`src/rtl/cacheline_adaptor_pkg.sv`:
```
// rtl/cacheline_adaptor_pkg.sv - shared cache package for the cacheline adaptor
//
// Purpose: beat geometry constants, the adaptor FSM state type and the
//          line-alignment helper shared by the cache memory-side blocks.
// Contents:
//   BEATS, BEAT_W, LINE_W  beats per line, beat width, line width
//   state_t                IDLE / RD_BURST / WR_BURST / DONE
//   line_align()           clears the byte-offset bits of a 32-bit address
package cacheline_adaptor_pkg;

  localparam int BEATS  = 4;
  localparam int BEAT_W = 64;
  localparam int LINE_W = BEATS * BEAT_W;

  typedef enum logic [1:0] {
    IDLE,
    RD_BURST,
    WR_BURST,
    DONE
  } state_t;

  // A 256-bit line spans 32 bytes, so the low 5 address bits are the offset.
  function automatic logic [31:0] line_align(input logic [31:0] addr);
    return {addr[31:5], 5'b0};
  endfunction

endpackage

```
`src/rtl/cacheline_adaptor.sv`:
```
// rtl/cacheline_adaptor.sv - cacheline <-> memory burst adaptor
//
// Purpose: turns one cacheline read/write request into a 4-beat memory
//          burst and pulses resp_o once the burst completes.
// Ports:
//   clk, rst          clock, synchronous active-high reset
//   line_i            cacheline to write back (sampled on write accept only)
//   line_o            last cacheline filled from memory
//   address_i         request address; address_o is its line-aligned copy
//   read_i, write_i   cache requests, held until resp_o
//   resp_o            one-cycle completion pulse to the cache
//   burst_i, burst_o  memory read beat / memory write beat
//   read_o, write_o   memory burst requests, high for the whole burst
//   resp_i            memory per-beat acknowledge
module cacheline_adaptor
  import cacheline_adaptor_pkg::*;
#(
  parameter int LINE_W = cacheline_adaptor_pkg::LINE_W,
  parameter int BEAT_W = cacheline_adaptor_pkg::BEAT_W
) (
  input  logic              clk,
  input  logic              rst,
  input  logic [LINE_W-1:0] line_i,
  output logic [LINE_W-1:0] line_o,
  input  logic [31:0]       address_i,
  input  logic              read_i,
  input  logic              write_i,
  output logic              resp_o,
  input  logic [BEAT_W-1:0] burst_i,
  output logic [BEAT_W-1:0] burst_o,
  output logic [31:0]       address_o,
  output logic              read_o,
  output logic              write_o,
  input  logic              resp_i
);

  localparam int BEATS = LINE_W / BEAT_W;
  localparam int CNT_W = $clog2(BEATS);
  localparam logic [CNT_W-1:0] LAST_BEAT = CNT_W'(BEATS - 1);

  state_t            state;
  logic [CNT_W-1:0]  cnt;
  logic [CNT_W-1:0]  cnt_next;
  logic [LINE_W-1:0] buffer;
  logic [LINE_W-1:0] fill_line;

  assign cnt_next = cnt + 1'b1;

  // The buffer with the current beat merged in; on the final read beat this
  // is the complete line, so line_o updates in the same edge as DONE entry.
  always_comb begin
    fill_line = buffer;
    fill_line[int'(cnt)*BEAT_W +: BEAT_W] = burst_i;
  end

  always_ff @(posedge clk) begin
    if (rst) begin
      state     <= IDLE;
      cnt       <= '0;
      buffer    <= '0;
      line_o    <= '0;
      address_o <= '0;
      burst_o   <= '0;
      read_o    <= 1'b0;
      write_o   <= 1'b0;
      resp_o    <= 1'b0;
    end else begin
      resp_o <= 1'b0;
      case (state)
        IDLE: begin
          // Write wins when both requests are raised together.
          if (write_i) begin
            state     <= WR_BURST;
            write_o   <= 1'b1;
            address_o <= line_align(address_i);
            cnt       <= '0;
            buffer    <= line_i;
            burst_o   <= line_i[BEAT_W-1:0];
          end else if (read_i) begin
            state     <= RD_BURST;
            read_o    <= 1'b1;
            address_o <= line_align(address_i);
            cnt       <= '0;
          end
        end

        RD_BURST: begin
          if (resp_i) begin
            buffer[int'(cnt)*BEAT_W +: BEAT_W] <= burst_i;
            cnt <= cnt_next;
            if (cnt == LAST_BEAT) begin
              state  <= DONE;
              read_o <= 1'b0;
              resp_o <= 1'b1;
              line_o <= fill_line;
            end
          end
        end

        WR_BURST: begin
          if (resp_i) begin
            cnt <= cnt_next;
            if (cnt == LAST_BEAT) begin
              state   <= DONE;
              write_o <= 1'b0;
              resp_o  <= 1'b1;
              burst_o <= '0;
            end else begin
              // burst_o is registered, so preload the beat memory sees next.
              burst_o <= buffer[int'(cnt_next)*BEAT_W +: BEAT_W];
            end
          end
        end

        DONE: begin
          state <= IDLE;
        end

        default: begin
          state <= IDLE;
        end
      endcase
    end
  end

endmodule
```
`config.mk`:
```
export PLATFORM = sky130hd
export DESIGN_NAME = cacheline_adaptor
export DESIGN_NICKNAME = d
export VERILOG_FILES = /design/src/rtl/cacheline_adaptor_pkg.sv /design/src/rtl/cacheline_adaptor.sv
export SDC_FILE = /design/constraint.sdc
export NUM_CORES = 1
export LEC_CHECK = 0
export ABC_AREA = 1
export CAP_MARGIN = 20
export CORE_AREA = 2 2 279 281
export CTS_CLUSTER_SIZE = 24
export DETAILED_ROUTE_END_ITERATION = 12
export DIE_AREA = 0 0 281 283
export HOLD_SLACK_MARGIN = 0.15
export PLACE_DENSITY = 0.72
export REMOVE_ABC_BUFFERS = 1
export SLEW_MARGIN = 10
export SYNTH_ARGS = -nofsm -noshare
export SYNTH_HDL_FRONTEND = slang
export SYNTH_SLANG_ARGS = --single-unit
```
`constraint.sdc`:
```
create_clock -name clk -period 5.4 [get_ports clk]
set_input_delay 0.54 -clock clk [delete_from_list [all_inputs] [get_ports clk]]
set_output_delay 0.54 -clock clk [all_outputs]
set_load 0.02 [all_outputs]
```
==> reports/results.tsv <==
stage	metric	value	unit
hold_path	hold_path_class	input port to register	
drt	top_layer_used	met5	
worst_setup_path	rr_endpoint	buffer[93]	
clock_network	ctsResizeCount	0	
grt	grt_max_degree	185	
worst_setup_path	crit_end	buffer[93]	
drt	wl_met1	50600	microns
floorplan	die_height	283	microns
floorplan	rows	102	
clock_network	post-cts-setup-buffers	0	
clock_network	cts_buffers	71	
synthesis	synth_top_area_share	37.7	%
sta	worstMarginPinSlew	1.26	ns
worst_setup_path	critPathCaptureType	register	
worst_setup_path	cp.required	5.93	ns
sta	setup-violations-final	0	
drt	drt-total-wl	132000	microns
clock_network	cts_root_buf	clkbuf_16	
power	p_leak	18.7	nW
worst_setup_path	cp.depth	9	
drt	viasPerCell	5.31	
sta	min_period	3.85	ns
hold_path	hold_start	rst	
sta	hold_ws	0.458	ns
sta	fmax	259	MHz
grt	grt_usage	32.0	%
floorplan	die_area	79500	sq um
clock_network	cts-htree-levels	3	
finish	multiInputGateArea	15200	sq um
synthesis	synthDistinctLibCells	25	
sta	slew_headroom	16.1	%
worst_setup_path	crit_chain	inv_6 -> ha_4 -> nand2_1 -> nor2_4 -> buf_4 -> nand2_1 -> nand2_1 -> nand2_1 -> a21oi_1	
finish	drive_above_1_share	6.67	%
placement	dp_hpwl	81000	microns
drt	routedWlPerCell	19.9	microns
power	peakVddDrop	0.000325	V
drt	wl_met3	14400	microns
run_status	outcome	completed	
worst_setup_path	rr_startpoint	cnt[0]	
power	powerDensity	497	nW/um^2
synthesis	ys_top_cells_by_count	1269 x nand2_1, 870 x inv_1, 731 x a21oi_1	
worst_setup_path	r2r_cells	9	
sta	rsz0062_at_grt	false	
clock_network	clockBufferDepth	3	
clock_network	numClockSinks	610	
finish	final_cell_count_no_fill	6669	
synthesis	synth_edf_count	0	
synthesis	yosys_register_bits	610	
synthesis	ys_warn_count	0	
synthesis	async_flop_share	0	%
synthesis	synth_flop_cell	dfxtp_1	
drt	drtPass1Iterations	6	
synthesis	syn_area_per_cell	6.35	sq um
worst_setup_path	crit_slowest_cell	nor2_4	
worst_setup_path	worst-path-buf-inv	2	
finish	areaGrowthSynthToFinish	30.0	%
worst_setup_path	path_common_cell	nand2_1	
worst_setup_path	r2r_setup_slack	1.55	ns
clock_network	ctsHoldBuffers	0	
synthesis	synthTopCellsByArea	dfxtp_1 38%, nand2_1 15%, a21oi_1 11%, inv_1 10%, o21ai_0 6.6%	
placement	dp_cells	6524	
worst_setup_path	start_kind	register	
synthesis	yosysSeqAreaShare	37.7	%
clock_network	cts_tree	built	
worst_setup_path	path_delay_family	simple AND/OR/NAND/NOR gates	
drt	met2_length	60200	microns
placement	portBuffers	701	
synthesis	synth_area_leader_cell	dfxtp_1	
placement	gp_congestion	0.948	
drt	num_vias	35400	
worst_setup_path	setup.worst_path.class	register to register	
finish	nNetsFinal	5923	
worst_setup_path	cp-startpoint	cnt[0]	
drt	drtAntennaViolNets	0	
grt	grt_overflow_total	0	
floorplan	initial_core_util	42.2	%
floorplan	ios	712	
sta	fin_crit_sh	71.4	%
sta	slew_violations	0	
grt	grt_pass1_wl	198000	microns
synthesis	syn-instance-count	5101	
floorplan	core_area	76700	sq um
worst_setup_path	arrival	4.38	ns
synthesis	yosysMostFrequentCell	nand2_1	
worst_setup_path	cpPeakStageDelay	0.80	ns
clock_network	insertion_delay	0.62	ns
drt	drtIter0Drc	3950	
grt	antenna_found_initial	24	
floorplan	die_w	281	microns
sta	hold_viol	0	
clock_network	clkTransAtPathRegs	0.06	ns
worst_setup_path	cp_max_fo	46	
finish	fill_cells	7427	
finish	ff_latch_area	12200	sq um
flow_run	drv_cap	0	
drt	drc_errors	0	
sta	fin_skew	0.0357	ns
grt	grt_pass1_vias	33300	
synthesis	syn_area	32400	sq um
-- worst reg2reg max path, stage by stage, from the launching register on --
cell and delay [ns]:
dfxtp_4 0.76, inv_6 0.23, ha_4 0.78, nand2_1 0.24, nor2_4 0.80, buf_4 0.43, nand2_1 0.18, nand2_1 0.12
nand2_1 0.07, a21oi_1 0.17
-- worst min-delay path by stage --
stage / endpoint / slack (ns) / cells after the start
floorplan: state[1] / 0.48 / 2
global placement: write_o / 0.46 / 2
detailed placement: read_o / 0.47 / 2
CTS: burst_o[53] / 0.41 / 2
global route: burst_o[42] / 0.45 / 2
finish: burst_o[53] / 0.46 / 2
-- flip-flops by register name (all words and copies together), names as in the netlist --
register and cells:
burst_o 64, write_o 1, cnt 2, line_o 256, read_o 1, address_o 27
state 2, resp_o 1, buffer 256
-- final cells by class --
type / instances / share of cell area, %
inverter: 879 / 7.90
sequential: 610 / 29.0
timing repair buffer: 761 / 18.2
clock inverter: 21 / 0.603
antenna: 19 / 0.113
multi-input combinational: 3234 / 36.0
clock buffer: 105 / 5.07
tap: 1040 / 3.09
-- kinds of logic after synthesis --
| logic type | share of synthesized area (%) |
|---|---|
| simple gates | 20.5 |
| compound gates | 25.6 |
| buf+inv | 15.8 |
| flops | 37.7 |
| fa+ha+maj | 0.348 |
| other cells | 0.0116 |
-- report_power, final --
group          internal (mW)  total [mW]  switching (mW)
clock                   2.90        5.00            2.09
sequential              5.63        6.43           0.800
combinational           2.86        9.52            6.66
total                   11.4        20.9            9.55
-- stage by stage --
| step | util (%) | area [sq um] | power [mW] | TNS (ns) | setup WS, ns |
|---|---|---|---|---|---|
| after floorplan | - | 30600 | 11.9 | -3816.18 | -8.39 |
| after global placement | 51.7 | 39700 | 15.6 | 0 | 1.70 |
| after detailed placement | 51.7 | 39700 | 15.7 | 0 | 1.69 |
| after CTS | 54.8 | 42100 | 20.8 | 0 | 1.65 |
| after global routing | 54.9 | 42100 | 22.1 | 0 | 1.46 |
| final | 54.9 | 42100 | 20.9 | 0 | 1.55 |
-- cells in the final DEF (no fill, tap or decap), types with 5 or more instances in the layout --
cell,synthesis,routed
conb_1,1,5
clkbuf_16,0,72
clkbuf_8,0,21
clkbuf_1,186,12
dfxtp_1,610,609
clkdlybuf4s50_1,0,700
clkinv_2,1,17
nand2_1,1269,1266
ha_1,9,6
nor2_1,201,199
o21ai_0,427,427
a21oi_1,731,731
nand3_1,213,212
buf_4,31,46
diode_2,0,19
buf_12,0,14
a21oi_2,171,170
inv_1,870,865
o21ai_1,199,199
-- metal layers --
| layer | up-vias | GRT usage, % |
|---|---|---|
| met5 | - | 0 |
| met4 | 12 | 17.7 |
| li1 | 16900 | - |
| met1 | 16100 | 39.2 |
| met2 | 2001 | 51.2 |
| met3 | 412 | 7.94 |
Power figures use the tool's default switching activity.
